==> src/rtl/aes_pkg.sv <==
// Shared types and helpers for the AES block sequencer: state encoding,
// block/byte widths and the byte extractor used to stream a block.
package aes_pkg;

    typedef enum logic [2:0] {
        IDLE = 3'd0,
        GO   = 3'd1,
        FEED = 3'd2,
        RUN  = 3'd3,
        OUT  = 3'd4
    } seq_state_t;

    localparam int AES_BLOCK_W    = 128;
    localparam int AES_BYTE_W     = 8;
    localparam int AES_NUM_ROUNDS = 10;

    // Byte 0 is the most significant byte; shifting by (15-idx) bytes brings it to the bottom.
    function automatic logic [AES_BYTE_W-1:0] get_byte(input logic [AES_BLOCK_W-1:0] block,
                                                       input logic [3:0]             idx);
        logic [AES_BLOCK_W-1:0] shifted;
        shifted = block >> {~idx, 3'b000};
        return shifted[AES_BYTE_W-1:0];
    endfunction

endpackage

==> src/rtl/aes_seq_byte_mux.sv <==
// Registered byte selector: presents byte[i_idx] of the held text and key
// one cycle after i_load, and drives zero whenever no byte is being loaded.
module aes_seq_byte_mux
    import aes_pkg::*;
(
    input  logic                   clk,
    input  logic                   reset,
    input  logic                   i_load,
    input  logic [3:0]             i_idx,
    input  logic [AES_BLOCK_W-1:0] i_text,
    input  logic [AES_BLOCK_W-1:0] i_key,
    output logic [AES_BYTE_W-1:0]  o_text_byte,
    output logic [AES_BYTE_W-1:0]  o_key_byte
);

    // Byte output registers
    always_ff @(posedge clk or posedge reset) begin
        if (reset) begin
            o_text_byte <= 8'd0;
            o_key_byte  <= 8'd0;
        end else if (i_load) begin
            o_text_byte <= get_byte(i_text, i_idx);
            o_key_byte  <= get_byte(i_key, i_idx);
        end else begin
            o_text_byte <= 8'd0;
            o_key_byte  <= 8'd0;
        end
    end

endmodule

==> src/rtl/aes_block_sequencer.sv <==
// Valid/ready wrapper around the round-based AES controller/datapath: accepts one
// block, strobes go, streams bytes, counts rounds and holds the result.
// Optional watchdog enabled by defining AES_SEQ_WATCHDOG_EN.
module aes_block_sequencer
    import aes_pkg::*;
#(
    parameter int NUM_ROUNDS      = AES_NUM_ROUNDS,
    parameter int BYTES_PER_BLOCK = 16,
    parameter int WDOG_CYCLES     = 400
) (
    input  logic                   clk,
    input  logic                   reset,
    input  logic                   in_valid,
    output logic                   in_ready,
    input  logic [AES_BLOCK_W-1:0] in_text,
    input  logic [AES_BLOCK_W-1:0] in_key,
    output logic                   go,
    output logic [3:0]             round_num,
    input  logic                   en_round,
    input  logic                   done,
    output logic [AES_BYTE_W-1:0]  text_byte,
    output logic [AES_BYTE_W-1:0]  key_byte,
    input  logic [AES_BLOCK_W-1:0] dp_out,
    output logic                   out_valid,
    input  logic                   out_ready,
    output logic [AES_BLOCK_W-1:0] out_text,
    output logic                   err
);

    localparam logic [3:0] LAST_IDX  = 4'(BYTES_PER_BLOCK - 1);
    localparam logic [3:0] ROUND_MAX = 4'(NUM_ROUNDS);

    seq_state_t             r_state;
    logic                   r_go;
    logic [3:0]             r_round;
    logic [3:0]             r_idx;
    logic                   r_out_valid;
    logic [AES_BLOCK_W-1:0] r_out_text;
    logic [AES_BLOCK_W-1:0] r_text;
    logic [AES_BLOCK_W-1:0] r_key;

    logic       w_trip;
    logic       w_round_en;
    logic       w_load;
    logic [3:0] w_sel;

    assign in_ready   = (r_state == IDLE);
    assign go         = r_go;
    assign round_num  = r_round;
    assign out_valid  = r_out_valid;
    assign out_text   = r_out_text;
    assign w_round_en = en_round && ((r_state == FEED) || (r_state == RUN));

    // The mux registers the byte for the next cycle, so it runs one index ahead of r_idx.
    assign w_load = (r_state == GO) || ((r_state == FEED) && (r_idx != LAST_IDX) && !w_trip);
    assign w_sel  = (r_state == GO) ? 4'd0 : (r_idx + 4'd1);

`ifdef AES_SEQ_WATCHDOG_EN
    logic [15:0] r_wdog;
    logic        r_err;

    assign w_trip = ((r_state == FEED) || ((r_state == RUN) && !done)) &&
                    (r_wdog == 16'(WDOG_CYCLES - 1));
    assign err    = r_err;

    // Watchdog counter from GO and sticky error flag
    always_ff @(posedge clk or posedge reset) begin
        if (reset) begin
            r_wdog <= 16'd0;
            r_err  <= 1'b0;
        end else begin
            if ((r_state == IDLE) && in_valid) begin
                r_wdog <= 16'd0;
            end else if ((r_state == GO) || (r_state == FEED) || (r_state == RUN)) begin
                r_wdog <= r_wdog + 16'd1;
            end else begin
                r_wdog <= r_wdog;
            end
            if (w_trip) begin
                r_err <= 1'b1;
            end else begin
                r_err <= r_err;
            end
        end
    end
`else
    assign w_trip = 1'b0;
    assign err    = 1'b0;
`endif

    // Sequencer FSM with registered go, round counter, byte index and result
    always_ff @(posedge clk or posedge reset) begin
        if (reset) begin
            r_state     <= IDLE;
            r_go        <= 1'b1;
            r_round     <= 4'd0;
            r_idx       <= 4'd0;
            r_out_valid <= 1'b0;
            r_out_text  <= '0;
            r_text      <= '0;
            r_key       <= '0;
        end else begin
            r_go <= 1'b1;
            if (w_round_en && (r_round != ROUND_MAX)) begin
                r_round <= r_round + 4'd1;
            end
            case (r_state)
                IDLE: begin
                    if (in_valid) begin
                        r_text  <= in_text;
                        r_key   <= in_key;
                        r_round <= 4'd0;
                        r_go    <= 1'b0;
                        r_state <= GO;
                    end
                end
                GO: begin
                    r_idx   <= 4'd0;
                    r_state <= FEED;
                end
                FEED: begin
                    if (w_trip) begin
                        r_state <= IDLE;
                    end else begin
                        r_idx <= r_idx + 4'd1;
                        if (r_idx == LAST_IDX) begin
                            r_state <= RUN;
                        end
                    end
                end
                RUN: begin
                    if (done) begin
                        r_out_text  <= dp_out;
                        r_out_valid <= 1'b1;
                        r_state     <= OUT;
                    end else if (w_trip) begin
                        r_state <= IDLE;
                    end
                end
                OUT: begin
                    if (out_ready) begin
                        r_out_valid <= 1'b0;
                        r_state     <= IDLE;
                    end
                end
                default: r_state <= IDLE;
            endcase
        end
    end

    aes_seq_byte_mux u_byte_mux (
        .clk         (clk),
        .reset       (reset),
        .i_load      (w_load),
        .i_idx       (w_sel),
        .i_text      (r_text),
        .i_key       (r_key),
        .o_text_byte (text_byte),
        .o_key_byte  (key_byte)
    );

endmodule

==> config.mk <==
export PLATFORM = sky130hd
export DESIGN_NAME = aes_block_sequencer
export DESIGN_NICKNAME = d
export VERILOG_FILES = /design/src/rtl/aes_pkg.sv /design/src/rtl/aes_seq_byte_mux.sv /design/src/rtl/aes_block_sequencer.sv
export SDC_FILE = /design/constraint.sdc
export NUM_CORES = 1
export LEC_CHECK = 0
export ABC_AREA = 1
export CAP_MARGIN = 40
export CORE_MARGIN = 1.5
export CORE_UTILIZATION = 34
export DETAILED_ROUTE_END_ITERATION = 8
export PLACE_DENSITY_LB_ADDON = 0.08
export RECOVER_POWER = 50
export SETUP_SLACK_MARGIN = 0.2
export SLEW_MARGIN = 5
export SYNTH_ARGS = -nofsm -noshare
export SYNTH_HDL_FRONTEND = slang
export SYNTH_SLANG_ARGS = --single-unit
==> constraint.sdc <==
create_clock -name clk -period 14.4 [get_ports clk]
set_input_delay 1.44 -clock clk [delete_from_list [all_inputs] [get_ports clk]]
set_output_delay 1.44 -clock clk [all_outputs]
set_load 0.02 [all_outputs]
### Word level (Yosys, flattened, before mapping)

Cells that the tools add are included.

* register bits after elaboration: 413
* latch bits: 0
* bits in writable memories: 0
* memory bits (read-only): 0
* memories kept: 0

* $add $sub $neg: 2
* $mul: 0
* divide/modulo/power cells: 0
* magnitude comparators: 0
* equality and inequality tests: 11
* shifts and indexed selects: 2
* muxes and demuxes: 17
* bitwise logic cells: 1
* reductions and logical operators: 12

Operators by type and width (number)
* $shr A128 B7 Y8: 2
* $mux W4: 4
* $mux W8: 2
* $pmux W3 S5: 1
* $mux W3: 4
* $add A4 B1 Y4 const B: 2
* $ne A4 B4 Y1 const B: 2
* $pmux W4 S2: 1
* $eq A3 B2 Y1 const B: 2
* $ne A2 B2 Y1 const B: 3
* $eq A4 B4 Y1 const B: 1
* $mux W1: 4
* $not A4 Y4: 1
* $reduce_and A2 Y1: 2
* $reduce_and A4 Y1: 1
* $reduce_bool A2 Y1: 2
* $eq A3 B1 Y1 const B: 1
* $eq A3 B3 Y1 const B: 1
* $logic_and A1 B1 Y1: 3
* $logic_not A3 Y1: 1
* $reduce_and A3 Y1: 1
* $logic_or A1 B1 Y1: 2
* $ne A2 B1 Y1 const B: 1
* $pmux W1 S2: 1

### Longest topological paths before layout

Gate-level depths: netlist (run 1).

* depth after elaboration: 7
* depth in mapped cells: 11
* mapped depth without buffers: 9

### Modules after synthesis

Synthesis (run 1) repeated with hierarchy kept, for this count alone.

* cells, all modules: 2495
* area total of the unflattened synthesis: 18830.6 um^2

Modules (own cells, without submodules)
* aes_block_sequencer: instances 1, cells each 1733, area each 15317.2 um^2, sequential area each 9935.8 um^2
* aes_seq_byte_mux: instances 1, cells each 762, area each 3513.4 um^2, sequential area each 400.4 um^2

### Worst setup path after synthesis (run 1)

No wires, ideal clock.

* kind: reg-to-output
* start: reg r_state[0]
* end: out in_ready
* data arrival time: 0.925 ns
* required time: 12.960 ns
* setup slack: 12.035 ns
* stages on the path, launching flop included: 4
* buffers on the path: 0
* cells stage by stage: dfrtp_1 > inv_1 > nand2_1 > nor2_1

* word-level cells in the longest chain between the ends: 1

RTL lines
* start: declaration: RTL line aes_block_sequencer.sv:33 `seq_state_t r_state;`
* start signal: assignment: RTL line aes_block_sequencer.sv:94 `r_state <= IDLE;`
* start signal: assignment: RTL line aes_block_sequencer.sv:114 `r_state <= GO;`
* start signal: assignment: RTL line aes_block_sequencer.sv:119 `r_state <= FEED;`
* $logic_not A3 Y1: RTL line aes_block_sequencer.sv:47 `assign in_ready = (r_state == IDLE);`
* end: declaration: RTL line aes_block_sequencer.sv:14 `output logic in_ready,`

No other way between the ends.

==> results of run 1 <==
[state kept, by name, summed over array words and instances (netlist names)]
| name | count |
|---|---|
| r_idx | 4 |
| out_valid | 1 |
| u_byte_mux.o_text_byte | 8 |
| r_text | 128 |
| round_num | 4 |
| r_state | 3 |
| out_text | 128 |
| r_key | 128 |
| go | 1 |
| u_byte_mux.o_key_byte | 8 |
[how the worst min path moves through the flow]
| stage | to | slack, ps | cells past startpoint |
|---|---|---|---|
| CTS | r_text[95]$_DFFE_PP0P_ | 480 | 2 |
| detailed placement | r_text[95]$_DFFE_PP0P_ | 470 | 2 |
| global route | r_key[2]$_DFFE_PP0P_ | 500 | 2 |
| global placement | r_key[61]$_DFFE_PP0P_ | 460 | 2 |
| finish | r_text[92]$_DFFE_PP0P_ | 480 | 2 |
| floorplan | r_key[102]$_DFFE_PP0P_ | 440 | 2 |
[layout make-up]
class                           instances  area (um^2)
Antenna cell                            4        10.01
Clock buffer                           75         1454
Clock inverter                         12        92.59
Fill cell                            5045        27140
Inverter                               76        295.3
Multi-Input combinational cell       1421         6818
Sequential cell                       413        10340
Tap cell                              688        860.8
Timing Repair Buffer                  561         5650
[metal layers]
| layer | up-vias | GRT usage | routed length (um) |
|---|---|---|---|
| met5 | - | 0 | 109 |
| met2 | 488 | 0.3966 | 32120 |
| met1 | 7639 | 0.2951 | 26130 |
| met3 | 89 | 0.06785 | 5423 |
| li1 | 7451 | - | - |
| met4 | 16 | 0.06070 | 1334 |
[report_power, final]
group          switching (uW)  total [uW]  internal, uW
clock                     492        1200           709
sequential                269        1990          1720
combinational            1590        2680          1080
[critical path, stage by stage]
cell and delay [ps]:
dlygate4sd3_1 560, clkinvlp_2 270, clkbuf_1 4350, clkbuf_1 1710
[per-stage QoR]
| stage | instances | instance area [um^2] | setup slack [ps] |
|---|---|---|---|
| floorplan | 2037 | 18150 | 1469 |
| global placement | 3151 | 23870 | 9128 |
| detailed placement | 3159 | 24070 | 9020 |
| CTS | 3246 | 25610 | 9645 |
| global route | 3248 | 25510 | 4813 |
| finish | 3250 | 25520 | 6144 |
[layout by cell type, fill, tap and decap left out]
master,n
nor2_4,2
clkbuf_8,13
o211ai_1,2
ha_1,3
bufinv_16,1
dfstp_2,1
buf_12,4
o21ai_0,107
mux2_2,119
diode_2,4
xor2_1,1
inv_1,69
inv_2,4
clkinvlp_2,2
nor3_1,1
a22o_1,1
nand3_1,219
nor2_1,68
inv_8,1
conb_1,1
clkinv_2,9
o2111ai_1,1
buf_4,8
clkbuf_1,19
dlygate4sd3_1,4
nand2_1,865
nor3_2,1
nand4_1,1
mux2_1,9
buf_16,3
inv_6,2
a21oi_1,17
xnor2_1,1
clkdlybuf4s50_1,536
nand2_4,2
dfrtp_1,412
clkbuf_16,49
[cell families after synthesis]
logic type	after synthesis
AO/OA/AOI/OAI	128
XOR/XNOR	2
adder cells (fa/ha/maj)	3
buffers and inverters	203
flip-flops	413
multiplexers	128
other	1
AND/OR/NAND/NOR	1159
==> results.yml, run 1 <==
yosys:
  yosysTopAreaCell: "dfrtp_1"
  synth_fa_ha_area_frac: 0.002068
  ys_top_cells_by_area: "dfrtp_1 57%, nand2_1 18%, mux2_2 7.4%, nand3_1 6.0%, o21ai_0 3.0%"
  synthSimpleGateAreaFrac: 0.2578
  yosys_warnings: 0
  netlist_area_um2: 18150
  synth_top_family_by_area: "simple AND/OR/NAND/NOR gates"
  synthCells: 2037
  synthMuxAreaShare: 0.07942
  ys_ff_latch: 413
  ys_top_cells_by_count: "864 x nand2_1, 412 x dfrtp_1, 218 x nand3_1"
  syn_avg_cell_area_um2: 8.910
  synthDistinctLibCells: 31
  synth_top_area_frac: 0.5680
  synth_edf_count: 0
  synth_most_common_cell: "nand2_1"
  ys_seq_area_frac: 0.5695
  ys.flop_type: "dfrtp_1"
  async_flop_share: 1.000
  syn_nets: 2430
  synthXorXnorAreaFrac: 0.0009651
  synth_compound_area_frac: 0.03599
sta:
  fin_skew_ps: 25.19
  fmax_ghz: 0.1211
  min_period_ps: 8256
  tightest_slew_ps: 6241
  rsz0062_at_grt: "false"
  final-setup-viol-count: 0
  max_slew_margin: -3.161
  hold_ws_ps: 477.3
  slew_viol_final: 429
  period_share: 0.5733
  tns_ps: 0
  report.final.hold_viol_count: 0
clocking:
  root_buffer: "clkbuf_16"
  post-cts-setup-buffers: 0
  htree_num_levels: 2
  cts_resized: 0
  numCtsBuffers: 48
  clk_pin_slew_ps: 50
  cts_tree: "yes"
  clock_sink_count: 413
  postCtsHoldBufs: 0
  clk_latency_ps: 580
  cts.path.max_buffers: 3
global_route:
  grt_max_degree: 165
  antenna_found_initial: 12
  grt-ovfl-total: 0
  grt_pass1_wl_um: 97870
  track_usage: 0.2354
  grt_pass1_vias: 16140
pwr:
  power_uw: 5864
  peakVddDrop_uv: 136.4
  static-leakage-power_uw: 0.01196
  p_per_area_nw_per_um2: 229.8
status:
  status: "finished with violations"
  violations: "max-capacitance violations, max-slew violations"
finish:
  area_delta_synth_final_pct: 40.59
  drive_above_1_share: 0.08640
  nets: 2914
  finish.utilization: 0.4846
drt:
  vias: 15680
  initialDrtViolationCount: 1058
  wl_per_cell_um: 20.04
  wirelength_um: 65120
  ant_nets: 0
  avgViaCountPerCell: 4.826
  firstDrtPassIters: 6
  drcViolationCount: 0
floorplanning:
  die_area_um2: 54780
  rows: 84
  start_util: 0.3447
  ioPinCount: 542
  die_h_um: 234.0
  die_width_um: 234.0
  core-area_um2: 52660
worst_setup_path:
  worstPathMaxFanout: 112
  required_ps: 14660
  r2r-start: "r_state[2]$_DFFE_PP0P_"
  r2r_end: "r_key[11]$_DFFE_PP0P_"
  r2r_slack_ps: 7350
  cp-start-kind: "primary input"
  endpoint_kind: "asynchronous set/reset pin"
  arrival_ps: 8510
  crit_type: "in -> async"
  crit_end: "r_key[68]$_DFFE_PP0P_"
  crit_start: "reset"
  ff2ff_path_depth: 8
hold_path:
  hp-class: "reg -> reg"
  hp-start: "r_text[92]$_DFFE_PP0P_"
placement:
  dpl.hpwl_um: 45120
  place_congestion: 0.7816
  port_buffers: 540
flow_run:
  drv_cap: 7
Note: power is estimated with default switching activity, not from simulation.
==> inputs of run 2 (changes only) <==
Clock period 14.4 ns to 7.2 ns, I/O delays scaled along.
==> run 2 against run 1 <==
Net effect:
- the run still ends with max-capacitance violations, max-slew violations left
- combinational power rose by 97%
- worst hold slack got worse by 6.4 ps
- utilization fell by 0.16 points
- clock-buffer cell count fell by 9
- die area did not move
- critical endpoint is now r_text[108]$_DFFE_PP0P_
- largest power group unchanged
==> results.yml, run 2 (synthesized netlist as in run 1, its figures left out) <==
pwr:
  static-leakage-power_uw: 0.01196
  peakVddDrop_uv: 284.5
  power_uw: 11600
  p_per_area_nw_per_um2: 456.0
sta:
  max_slew_margin: -1.136
  fin_skew_ps: 15.37
  period_share: 0.6191
  final-setup-viol-count: 0
  report.final.hold_viol_count: 0
  min_period_ps: 4458
  rsz0062_at_grt: "false"
  fmax_ghz: 0.2243
  tns_ps: 0
  tightest_slew_ps: 3204
  slew_viol_final: 228
worst_setup_path:
  crit_end: "r_text[108]$_DFFE_PP0P_"
  endpoint_kind: "register"
  crit_type: "reg -> reg"
  cp-start-kind: "register"
  critPathMostFrequentCell: "nand2_1"
  arrival_ps: 4960
  r2r_end: "r_text[108]$_DFFE_PP0P_"
  worstPathCellList: "inv_1, nand2_1, nor2_1, nand2_1, buf_16, inv_8, buf_16, buf_12, nand2_1, nand2_1"
  required_ps: 7710
  r2r_slack_ps: 2740
  worstPathMaxFanout: 166
  ff2ff_path_depth: 10
  crit_start: "r_state[0]$_DFFE_PP0P_"
  r2r-start: "r_state[0]$_DFFE_PP0P_"
  max_stage_delay_ps: 1350
  critical-path-slowest-cell: "nand2_1"
floorplanning:
  core-area_um2: 52660
  die_width_um: 234.0
  ioPinCount: 542
  die_h_um: 234.0
  die_area_um2: 54780
  rows: 84
  start_util: 0.3447
flow_run:
  drv_cap: 4
hold_path:
  hp-start: "out_valid$_DFFE_PP0P_"
  hp-class: "reg -> reg"
global_route:
  track_usage: 0.2385
  busiest_layer: "met2"
  grt_pass1_wl_um: 98450
  grt-ovfl-total: 0
  antenna_found_initial: 12
  gr-usage-met1: 0.3011
  grt_use_met2: 0.3902
  met3_usage: 0.07235
  grt_max_degree: 172
  grt_pass1_vias: 16280
drt:
  initialDrtViolationCount: 1127
  avgViaCountPerCell: 4.814
  drcViolationCount: 0
  wirelength_um: 65380
  ant_nets: 0
  vias: 15610
  wl_per_cell_um: 20.16
  firstDrtPassIters: 5
clocking:
  clk_latency_ps: 580
  cts_resized: 0
  cts.path.max_buffers: 3
  clk_pin_slew_ps: 60
  htree_num_levels: 2
  clock_sink_count: 413
  numCtsBuffers: 47
  root_buffer: "clkbuf_16"
  post-cts-setup-buffers: 0
  postCtsHoldBufs: 0
  cts_tree: "yes"
placement:
  placed_area_um2: 24040
  place_congestion: 0.7809
  dpl.hpwl_um: 46640
  port_buffers: 540
  placed_cells: 3156
finish:
  final_cell_mix: "865 x nand2_1, 488 x clkdlybuf4s50_1, 412 x dfrtp_1, 219 x nand3_1, 119 x mux2_2"
  fin_area_um2: 25430
  drive_above_1_share: 0.08474
  area_delta_synth_final_pct: 40.12
  nets: 2910
  fillerInstances: 5046
  finalNonFillerCells: 3243
  final_common_cell: "nand2_1"
status:
  violations: "max-capacitance violations, max-slew violations"
  status: "finished with violations"
run 2: through the flow:
stage | hold WS, ps | util | worst slack (ps)
final | 470.9 | 0.4830 | 2742
after global routing | 494.5 | 0.4828 | 2237
after CTS | 478.4 | 0.4842 | 3331
after detailed placement | 460.9 | 0.4565 | 3349
after global placement | 460.1 | 0.4533 | 3362
after floorplan | 443.6 | - | 913.2
run 2: report_power, final:
part	leakage [uW]	switching (uW)	internal (uW)
logic	0.00613	3170	2100
registers	0.00509	587	3430
clock network	0.000735	968	1340
total	0.0120	4730	6870
run 2: worst min-delay path by stage:
stage / slack (ps) / end / depth (start not counted)
finish: 470 / out_valid$_DFFE_PP0P_ / 2
global route: 490 / r_key[25]$_DFFE_PP0P_ / 2
CTS: 480 / out_valid$_DFFE_PP0P_ / 2
detailed placement: 460 / out_valid$_DFFE_PP0P_ / 2
global placement: 460 / out_valid$_DFFE_PP0P_ / 2
floorplan: 440 / r_key[102]$_DFFE_PP0P_ / 2
run 2: routing by layer:
metal  vias to the layer above  part of all wire
met4                        14             0.027
met3                        95             0.084
met2                       528              0.48
met1                      7533              0.40
li1                       7443                 -
met5                         -            0.0015
run 2: area by class of cell:
class / instances / area, um^2 / area share
Sequential cell: 413 / 10340 / 0.4064
Multi-Input combinational cell: 1421 / 6813 / 0.2679
Timing Repair Buffer: 558 / 5650 / 0.2222
Clock buffer: 66 / 1360 / 0.05348
Tap cell: 688 / 860.8 / 0.03385
Inverter: 76 / 296.5 / 0.01166
Clock inverter: 15 / 100.1 / 0.003936
Antenna cell: 6 / 15.01 / 0.0005904
run 2: critical path: cells and delay by family (launching register included):
kind | cells | cell delay (ps)
DFF | 1 | 410
and+or+nand+nor | 5 | 1830
buffers and inverters | 5 | 1940
